==> src/rtl/gf15_pkg.sv <==
// Shared definitions for the GF(2^15) reduction block, field x^15 + x + 1.
// Latency: n/a (constants and types only).
// Backpressure: n/a.
// Vectors are ascending-indexed: element [i] is the coefficient of x^i.
package gf15_pkg;

    localparam int GF15_W  = 15;   // field element width
    localparam int GF15_PW = 29;   // unreduced 15x15 product width

    // Bit i is the coefficient of x^i: x^15 + x + 1.
    localparam logic [GF15_W:0] GF15_POLY = 16'h8003;

    typedef logic [0:GF15_W-1]  gf15_elem_t;
    typedef logic [0:GF15_PW-1] gf15_prod_t;

endpackage

==> src/rtl/gf15_fold.sv <==
// Single-fold reduction of a 29-bit GF(2) product modulo x^15 + x + 1.
// Latency: combinational.
// Backpressure: none (pure function).
// Ports: prod [0:28] unreduced product (index = power of x); elem [0:14] reduced element.
module gf15_fold
    import gf15_pkg::*;
(
    input  logic [0:28] prod,
    output logic [0:14] elem
);

    // x^j for j in 15..28 equals x^(j-14) + x^(j-15), and j-14 <= 14, so one
    // fold of the high half lands entirely inside the field width.
    always_comb begin
        elem     = '0;
        elem[0]  = prod[0] ^ prod[15];
        for (int i = 1; i <= 13; i++) begin
            elem[i] = prod[i] ^ prod[i+14] ^ prod[i+15];
        end
        elem[14] = prod[14] ^ prod[28];
    end

endmodule

==> src/rtl/gf15_reduce.sv <==
// Two-stage valid/ready pipeline reducing GF(2) products to GF(2^15) elements.
// Latency: 2 cycles from input transfer to out_valid; 1 word/cycle with out_ready high.
// Backpressure: each stage advances when its successor is empty or draining; in_ready low only when both stages are full and out_ready is low.
// Ports: clk/rst (sync active-high); in_valid/in_ready/in_prod[0:28]/in_acc_clr;
//        out_valid/out_ready/out_elem[0:14].
// Optional feature macro GF15_RED_ACC_EN: S2 becomes an XOR accumulator,
// loaded instead of XORed when the word carried in_acc_clr.
module gf15_reduce
    import gf15_pkg::*;
(
    input  logic        clk,
    input  logic        rst,
    input  logic        in_valid,
    output logic        in_ready,
    input  logic [0:28] in_prod,
    input  logic        in_acc_clr,
    output logic        out_valid,
    input  logic        out_ready,
    output logic [0:14] out_elem
);

    // S1: captured product
    logic       s1_vld_q, s1_vld_d;
    gf15_prod_t s1_prod_q, s1_prod_d;
    // S2: reduced result (or accumulator)
    logic       s2_vld_q, s2_vld_d;
    gf15_elem_t s2_elem_q, s2_elem_d;

    logic       s2_adv;
    logic       in_fire;
    logic       s1_move;
    gf15_elem_t fold_elem;

`ifdef GF15_RED_ACC_EN
    logic s1_clr_q, s1_clr_d;
`else
    logic unused_acc_clr;
    assign unused_acc_clr = in_acc_clr;
`endif

    gf15_fold u_fold (
        .prod (s1_prod_q),
        .elem (fold_elem)
    );

    always_comb begin
        // S2 can take a new word when empty or when its word leaves this cycle.
        s2_adv    = !s2_vld_q || out_ready;
        in_ready  = !s1_vld_q || s2_adv;
        in_fire   = in_valid && in_ready;
        s1_move   = s1_vld_q && s2_adv;

        s1_vld_d  = in_fire ? 1'b1 : (s1_move ? 1'b0 : s1_vld_q);
        s1_prod_d = in_fire ? in_prod : s1_prod_q;
        s2_vld_d  = s1_move || (s2_vld_q && !out_ready);

        s2_elem_d = s2_elem_q;
`ifdef GF15_RED_ACC_EN
        s1_clr_d  = in_fire ? in_acc_clr : s1_clr_q;
        // The accumulator keeps its value after a drain; only a new word changes it.
        if (s1_move) begin
            s2_elem_d = s1_clr_q ? fold_elem : (s2_elem_q ^ fold_elem);
        end
`else
        if (s1_move) begin
            s2_elem_d = fold_elem;
        end
`endif
    end

    always_ff @(posedge clk) begin
        if (rst) begin
            s1_vld_q  <= 1'b0;
            s2_vld_q  <= 1'b0;
            s2_elem_q <= '0;
        end else begin
            s1_vld_q  <= s1_vld_d;
            s2_vld_q  <= s2_vld_d;
            s2_elem_q <= s2_elem_d;
        end
    end

    // Captured product needs no reset: it is only consumed when s1_vld_q is set.
    always_ff @(posedge clk) begin
        s1_prod_q <= s1_prod_d;
`ifdef GF15_RED_ACC_EN
        s1_clr_q  <= s1_clr_d;
`endif
    end

    assign out_valid = s2_vld_q;
    assign out_elem  = s2_elem_q;

endmodule

==> config.mk <==
export PLATFORM = sky130hd
export DESIGN_NAME = gf15_reduce
export DESIGN_NICKNAME = d
export VERILOG_FILES = /design/src/rtl/gf15_pkg.sv /design/src/rtl/gf15_fold.sv /design/src/rtl/gf15_reduce.sv
export SDC_FILE = /design/constraint.sdc
export NUM_CORES = 1
export LEC_CHECK = 0
export BUFFER_PORTS_ARGS = -buffer_cell sky130_fd_sc_hd__buf_4
export CORE_MARGIN = 2
export CORE_UTILIZATION = 49
export DETAILED_ROUTE_END_ITERATION = 8
export PLACE_DENSITY = 0.76
export SLEW_MARGIN = 20
export SYNTH_ARGS = -nofsm -noshare
export SYNTH_HDL_FRONTEND = slang
export SYNTH_SLANG_ARGS = --single-unit
==> constraint.sdc <==
create_clock -name clk -period 2.4 [get_ports clk]
set_input_delay 0.24 -clock clk [delete_from_list [all_inputs] [get_ports clk]]
set_output_delay 0.24 -clock clk [all_outputs]
set_load 0.005 [all_outputs]
==> flow_metrics.env, run 1 <==
export IMPL_min_delay_start="in_prod[28]"
export IMPL_cts_setup_buffers=0
export IMPL_synth_compound_area_share_pct=10.20
export IMPL_cts_root_buf="clkbuf_8"
export IMPL_cap_viol_max_count=0
export IMPL_cts_resized=0
export IMPL_wl_per_cell_um=12.81
export IMPL_synth_fp_nets=153
export IMPL_core_region_area_sq_um=3606
export IMPL_syn_area_sq_um=1803
export IMPL_place_hpwl_mm=1.998
export IMPL_p_per_area_nw_per_um2=674.3
export IMPL_slew_headroom_pct=72.22
export IMPL_gp_congestion=0.7299
export IMPL_hold_buffers=0
export IMPL_regArea_sq_um=1211
export IMPL_slowest_stage="dfxtp_1"
export IMPL_synth_top_area_share_pct=48.30
export IMPL_ir_worst_vdd_uv=511.5
export IMPL_die_x_um=64.66
export IMPL_ys_types=19
export IMPL_die_h_um=64.66
export IMPL_syn_to_final_growth_pct=25.75
export IMPL_synth_top_family_by_area="XOR/XNOR gates"
export IMPL_tightest_slew_ns=0.4162
export IMPL_antenna_found_initial=0
export IMPL_initialDrtViolationCount=23
export IMPL_drive_gt1_share_pct=41.86
export IMPL_synth_area_leader_cell="edfxtp_1"
export IMPL_cts_max_level=2
export IMPL_ys_warnings_count=0
export IMPL_cts_buffers=5
export IMPL_syn_area_per_cell_sq_um=15.15
export IMPL_worstSetupEndpointType="register"
export IMPL_fin_area_sq_um=2267
export IMPL_p_leak_nw=0.8770
export IMPL_placed_area_sq_um=2191
export IMPL_startpoint="out_valid"
export IMPL_layout_nets=206
export IMPL_synth_seq_area_share_pct=67.18
export IMPL_start_kind="register"
export IMPL_yosys_area_share_simple_pct=6.176
export IMPL_antennaDiodeCount=0
export IMPL_worstPathRequired_ns=2.35
export IMPL_die_area_sq_um=4181
export IMPL_numClockSinks=46
export IMPL_cts_tree="built"
export IMPL_finalHoldViolCount=0
export IMPL_drv_slew=0
export IMPL_grt_usage_pct=15.73
export IMPL_initial_core_util_pct=50.00
export IMPL_synth_mux_area_fraction_pct=0
export IMPL_drc=0
export IMPL_setup_viol=0
export IMPL_fin_skew_ns=0.006060
export IMPL_layout_min_cycle_time_ns=1.444
export IMPL_rsz0062_at_grt="no"
export IMPL_fill_cells=290
export IMPL_crit_chain="and2b_2, nand2_1, and2_1, buf_4"
export IMPL_synth_fa_ha_area_share_pct=0
export IMPL_grt_ovfl_total=0
export IMPL_status="finished clean"
export IMPL_clk_pin_slew_worst_paths_ns=0.08
export IMPL_grt_pass1_wl_mm=4.850
export IMPL_slowest_delay_ns=0.35
export IMPL_grt_pass1_vias=1059
export IMPL_hold_path_class="primary input to register"
export IMPL_ant_nets=0
export IMPL_timing_final_crit_share_pct=60.17
export IMPL_timing_fmax_ghz=0.6925
export IMPL_timing_setup_tns_ns=0
export IMPL_clk_latency_ns=0.28
export IMPL_clockBufferDepth=2
export IMPL_vias=1032
export IMPL_arrival_ns=1.39
export IMPL_vias_per_cell=4.691
export IMPL_r2r_start="out_valid"
export IMPL_synth_seq_cells=46
export IMPL_grt_max_degree=30
export IMPL_row_count=22
export IMPL_crit_fanout=29
export IMPL_crit_type="register to register"
export IMPL_multi_input_area_sq_um=540.5
export IMPL_io_pins=51
export IMPL_syn_instance_count=119
export IMPL_wl_mm=2.819
export IMPL_first_pass_iters=2
export IMPL_synth_area_top_cells="edfxtp_1 (48%), dfxtp_1 (19%), xnor2_1 (7.3%)"
export IMPL_port_buffers=49
export IMPL_synth_xor_area_share_pct=13.60
cells by family (layout without fill, tap and decap cells):
| logic type | after synthesis | in the layout |
|---|---|---|
| AOI/OAI and AO/OA | 18 | 18 |
| xor gates and xnor gates | 28 | 28 |
| buffers and inverters | 5 | 58 |
| DFF | 46 | 46 |
| and+or+nand+nor | 22 | 22 |
placed cells by master (no fill, tap or decap), drive strengths merged:
master	instances
o22ai	13
and2b	1
xnor2	15
inv	1
edfxtp	29
a21oi	3
clkbuf	7
a211oi	2
nand3	1
and2	2
nand2	14
dfxtp	17
xor2	13
nor2	3
buf	50
nand2b	1
worst max-delay path, delay by kind of cell (launching register included):
family,cells,cell delay (ns)
buffers and inverters,1,0.34
flip-flops,1,0.35
AND/OR/NAND/NOR,3,0.42
sequential cells by signal (all words and copies together) (netlist names):
| signal | cells |
|---|---|
| s1_vld_q | 1 |
| out_valid | 1 |
| out_elem | 15 |
| s1_prod_q | 29 |
final timing paths:
| check | to | slack [ns] | cells after the start |
|---|---|---|---|
| worst max-delay path | s1_prod_q[22] | 0.96 | 4 |
| worst min-delay path | s1_prod_q[0] | 0.13 | 1 |
| worst max register to register | s1_prod_q[22] | 0.96 | 4 |
| worst min register to register | out_elem[12] | 0.47 | 2 |
Yosys cell counts (all sizes together):
cell,count
buf,4
nand2b,1
o22ai,13
nand3,1
a21oi,3
xnor2,15
xor2,13
and2b,1
dfxtp,17
a211oi,2
nor2,3
edfxtp,29
nand2,14
and2,2
inv,1
stage by stage:
stage	utilization, %	total power, W	hold slack (ns)	setup slack [ns]	std cells
6_report	62.87	0.001529	0.1263	0.9559	220
5_1_grt	62.87	0.001606	0.1031	0.8828	220
4_1_cts	62.87	0.001549	0.1146	0.9469	220
3_5_place_dp	60.76	0.001131	0.4194	0.9590	213
3_3_place_gp	60.76	0.001123	0.4186	0.9906	213
2_1_floorplan	-	0.001049	0.3046	0.6339	119
per-layer routing:
metal  global-route usage (%)  share of wire, %  up-vias
met1                    17.78                40      479
met5                        0                 0        -
met4                    7.979               1.6        0
met2                    26.30                53       28
li1                         -                 -      521
met3                    5.556               5.2        4
power by group:
group          switching [W]  internal, W  total (W)
Sequential         0.0000283     0.000894   0.000922
Clock               0.000219     0.000200   0.000419
Combinational      0.0000778     0.000110   0.000187
cell type report:
class / count / share of cell area, %
Timing Repair Buffer: 50 / 16.56
Inverter: 1 / 0.1656
Tap cell: 48 / 2.649
Sequential cell: 46 / 53.42
Clock buffer: 7 / 3.366
Multi-Input combinational cell: 68 / 23.84
No activity file was read; power rests on OpenSTA's default activity.
==> run 2: changes to the inputs <==
==> constraint.sdc (replaced) <==
create_clock -name clk -period 1.5 [get_ports clk]
set_input_delay 0.15 -clock clk [delete_from_list [all_inputs] [get_ports clk]]
set_output_delay 0.15 -clock clk [all_outputs]
set_load 0.005 [all_outputs]
==> flow_metrics.env, run 2 (synthesis gave the netlist of run 1 again) <==
export IMPL_port_buffers=49
export IMPL_worstPathRequired_ns=1.49
export IMPL_antenna_found_initial=0
export IMPL_layout_nets=206
export IMPL_min_to="s1_prod_q[8]"
export IMPL_initialDrtViolationCount=36
export IMPL_placed_area_sq_um=2205
export IMPL_setup_viol=0
export IMPL_clockBufferDepth=2
export IMPL_p_per_area_nw_per_um2=1097
export IMPL_die_h_um=64.66
export IMPL_cts_resized=0
export IMPL_timing_fmax_ghz=0.7599
export IMPL_ant_nets=0
export IMPL_vias=1038
export IMPL_finalHoldViolCount=0
export IMPL_initial_core_util_pct=50.00
export IMPL_core_region_area_sq_um=3606
export IMPL_wl_per_cell_um=12.80
export IMPL_fin_ws_ns=0.1841
export IMPL_timing_setup_tns_ns=0
export IMPL_clk_pin_slew_worst_paths_ns=0.08
export IMPL_status="finished clean"
export IMPL_r2r_start="out_valid"
export IMPL_reg2reg_slack_ns=0.18
export IMPL_largest_reg_flops=29
export IMPL_reg2reg_depth=4
export IMPL_layout_commonest_cell="buf_4"
export IMPL_p_leak_nw=0.8921
export IMPL_post_place_ws_ns=0.1928
export IMPL_cap_viol_max_count=0
export IMPL_fin_area_sq_um=2296
export IMPL_numClockSinks=46
export IMPL_grt_pass1_vias=1012
export IMPL_r2r_end="s1_prod_q[22]"
export IMPL_die_x_um=64.66
export IMPL_hold_depth=1
export IMPL_tightest_slew_ns=0.4126
export IMPL_grt_pass1_wl_mm=4.581
export IMPL_slew_headroom_pct=72.46
export IMPL_cts_root_buf="clkbuf_8"
export IMPL_fin_skew_ns=0.004163
export IMPL_cts_tree="built"
export IMPL_clk_latency_ns=0.29
export IMPL_grt_ovfl_total=0
export IMPL_fill_cells=280
export IMPL_timing_final_crit_share_pct=87.73
export IMPL_layout_min_cycle_time_ns=1.316
export IMPL_gp_congestion=0.7012
export IMPL_crit_fanout=29
export IMPL_vias_per_cell=4.697
export IMPL_hold_buffers=0
export IMPL_first_pass_iters=4
export IMPL_cts_buffers=5
export IMPL_antennaDiodeCount=0
export IMPL_cts_setup_buffers=0
export IMPL_worstSetupEndpointType="register"
export IMPL_ir_worst_vdd_uv=658.5
export IMPL_grt_max_degree=30
export IMPL_io_pins=51
export IMPL_row_count=22
export IMPL_start_kind="register"
export IMPL_largest_register="s1_prod_q"
export IMPL_crit_type="register to register"
export IMPL_syn_to_final_growth_pct=27.34
export IMPL_drv_slew=0
export IMPL_rsz0062_at_grt="no"
export IMPL_mostFrequentLayoutCells="buf_4 (49), edfxtp_1 (29), dfxtp_1 (17)"
export IMPL_cts_max_level=2
export IMPL_place_hpwl_mm=2.001
export IMPL_drc=0
export IMPL_die_area_sq_um=4181
export IMPL_wl_mm=2.828
export IMPL_hold_path_class="primary input to register"
export IMPL_min_delay_start="in_prod[20]"
export IMPL_grt_usage_pct=15.28
export IMPL_arrival_ns=1.31
export IMPL_drive_gt1_share_pct=43.35
==> run 2: changes by cell type in the layout (fill, tap and decap cells not counted) <==
cell | previous run | this run
and2_1 | 1 | 0
clkinv_2 | 0 | 1
buf_4 | 50 | 49
clkbuf_1 | 2 | 1
buf_12 | 0 | 1
and2_2 | 0 | 1
clkbuf_8 | 5 | 6
==> run 2: through the flow <==
stage,util (%),power [W],instances,hold slack [ns]
floorplan,-,0.001677,119,0.2146
global placement,61.14,0.001802,213,0.3287
detailed placement,61.14,0.001814,213,0.3293
CTS,63.67,0.002559,221,0.01833
global route,63.67,0.002646,221,0.009875
finish,63.67,0.002518,221,0.03237
==> run 2: power breakdown <==
group          switching (W)  total [W]  internal (W)
Clock               0.000368   0.000739      0.000371
Sequential         0.0000456    0.00147       0.00143
Combinational       0.000125   0.000304      0.000180
==> run 2: final cells by class <==
cell class / instances / area (sq um) / area share (%)
clock buffer: 7 / 86.33 / 3.760
clock inverter: 1 / 5.005 / 0.2180
inverter: 1 / 3.754 / 0.1635
multi-input combinational: 68 / 541.8 / 23.60
sequential: 46 / 1211 / 52.75
tap: 48 / 60.06 / 2.616
timing repair buffer: 50 / 387.9 / 16.89
==> run 2: worst max-delay path by stage <==
stage | start | to | slack [ns] | cells after the start
2_1_floorplan | out_valid | s1_prod_q[0] | 0.03 | 3
3_3_place_gp | out_valid | s1_prod_q[21] | 0.23 | 4
3_5_place_dp | out_valid | s1_prod_q[22] | 0.19 | 4
4_1_cts | out_valid | s1_prod_q[6] | 0.18 | 4
5_1_grt | out_valid | s1_prod_q[7] | 0.15 | 4
6_report | out_valid | s1_prod_q[22] | 0.18 | 4
==> run 2: worst max-delay path: stages, from the launching register on <==
cell,delay [ns]
dfxtp_1,0.35
and2b_2,0.22
nand2_1,0.09
and2_2,0.17
buf_12,0.19
==> run 2: routing by layer <==
| metal | routed length (um) | global-route usage (%) | up-vias |
|---|---|---|---|
| li1 | - | - | 523 |
| met4 | 46 | 7.979 | 0 |
| met1 | 1105 | 17.34 | 480 |
| met5 | 0 | 0 | - |
| met2 | 1514 | 25.52 | 33 |
| met3 | 162 | 5.208 | 2 |
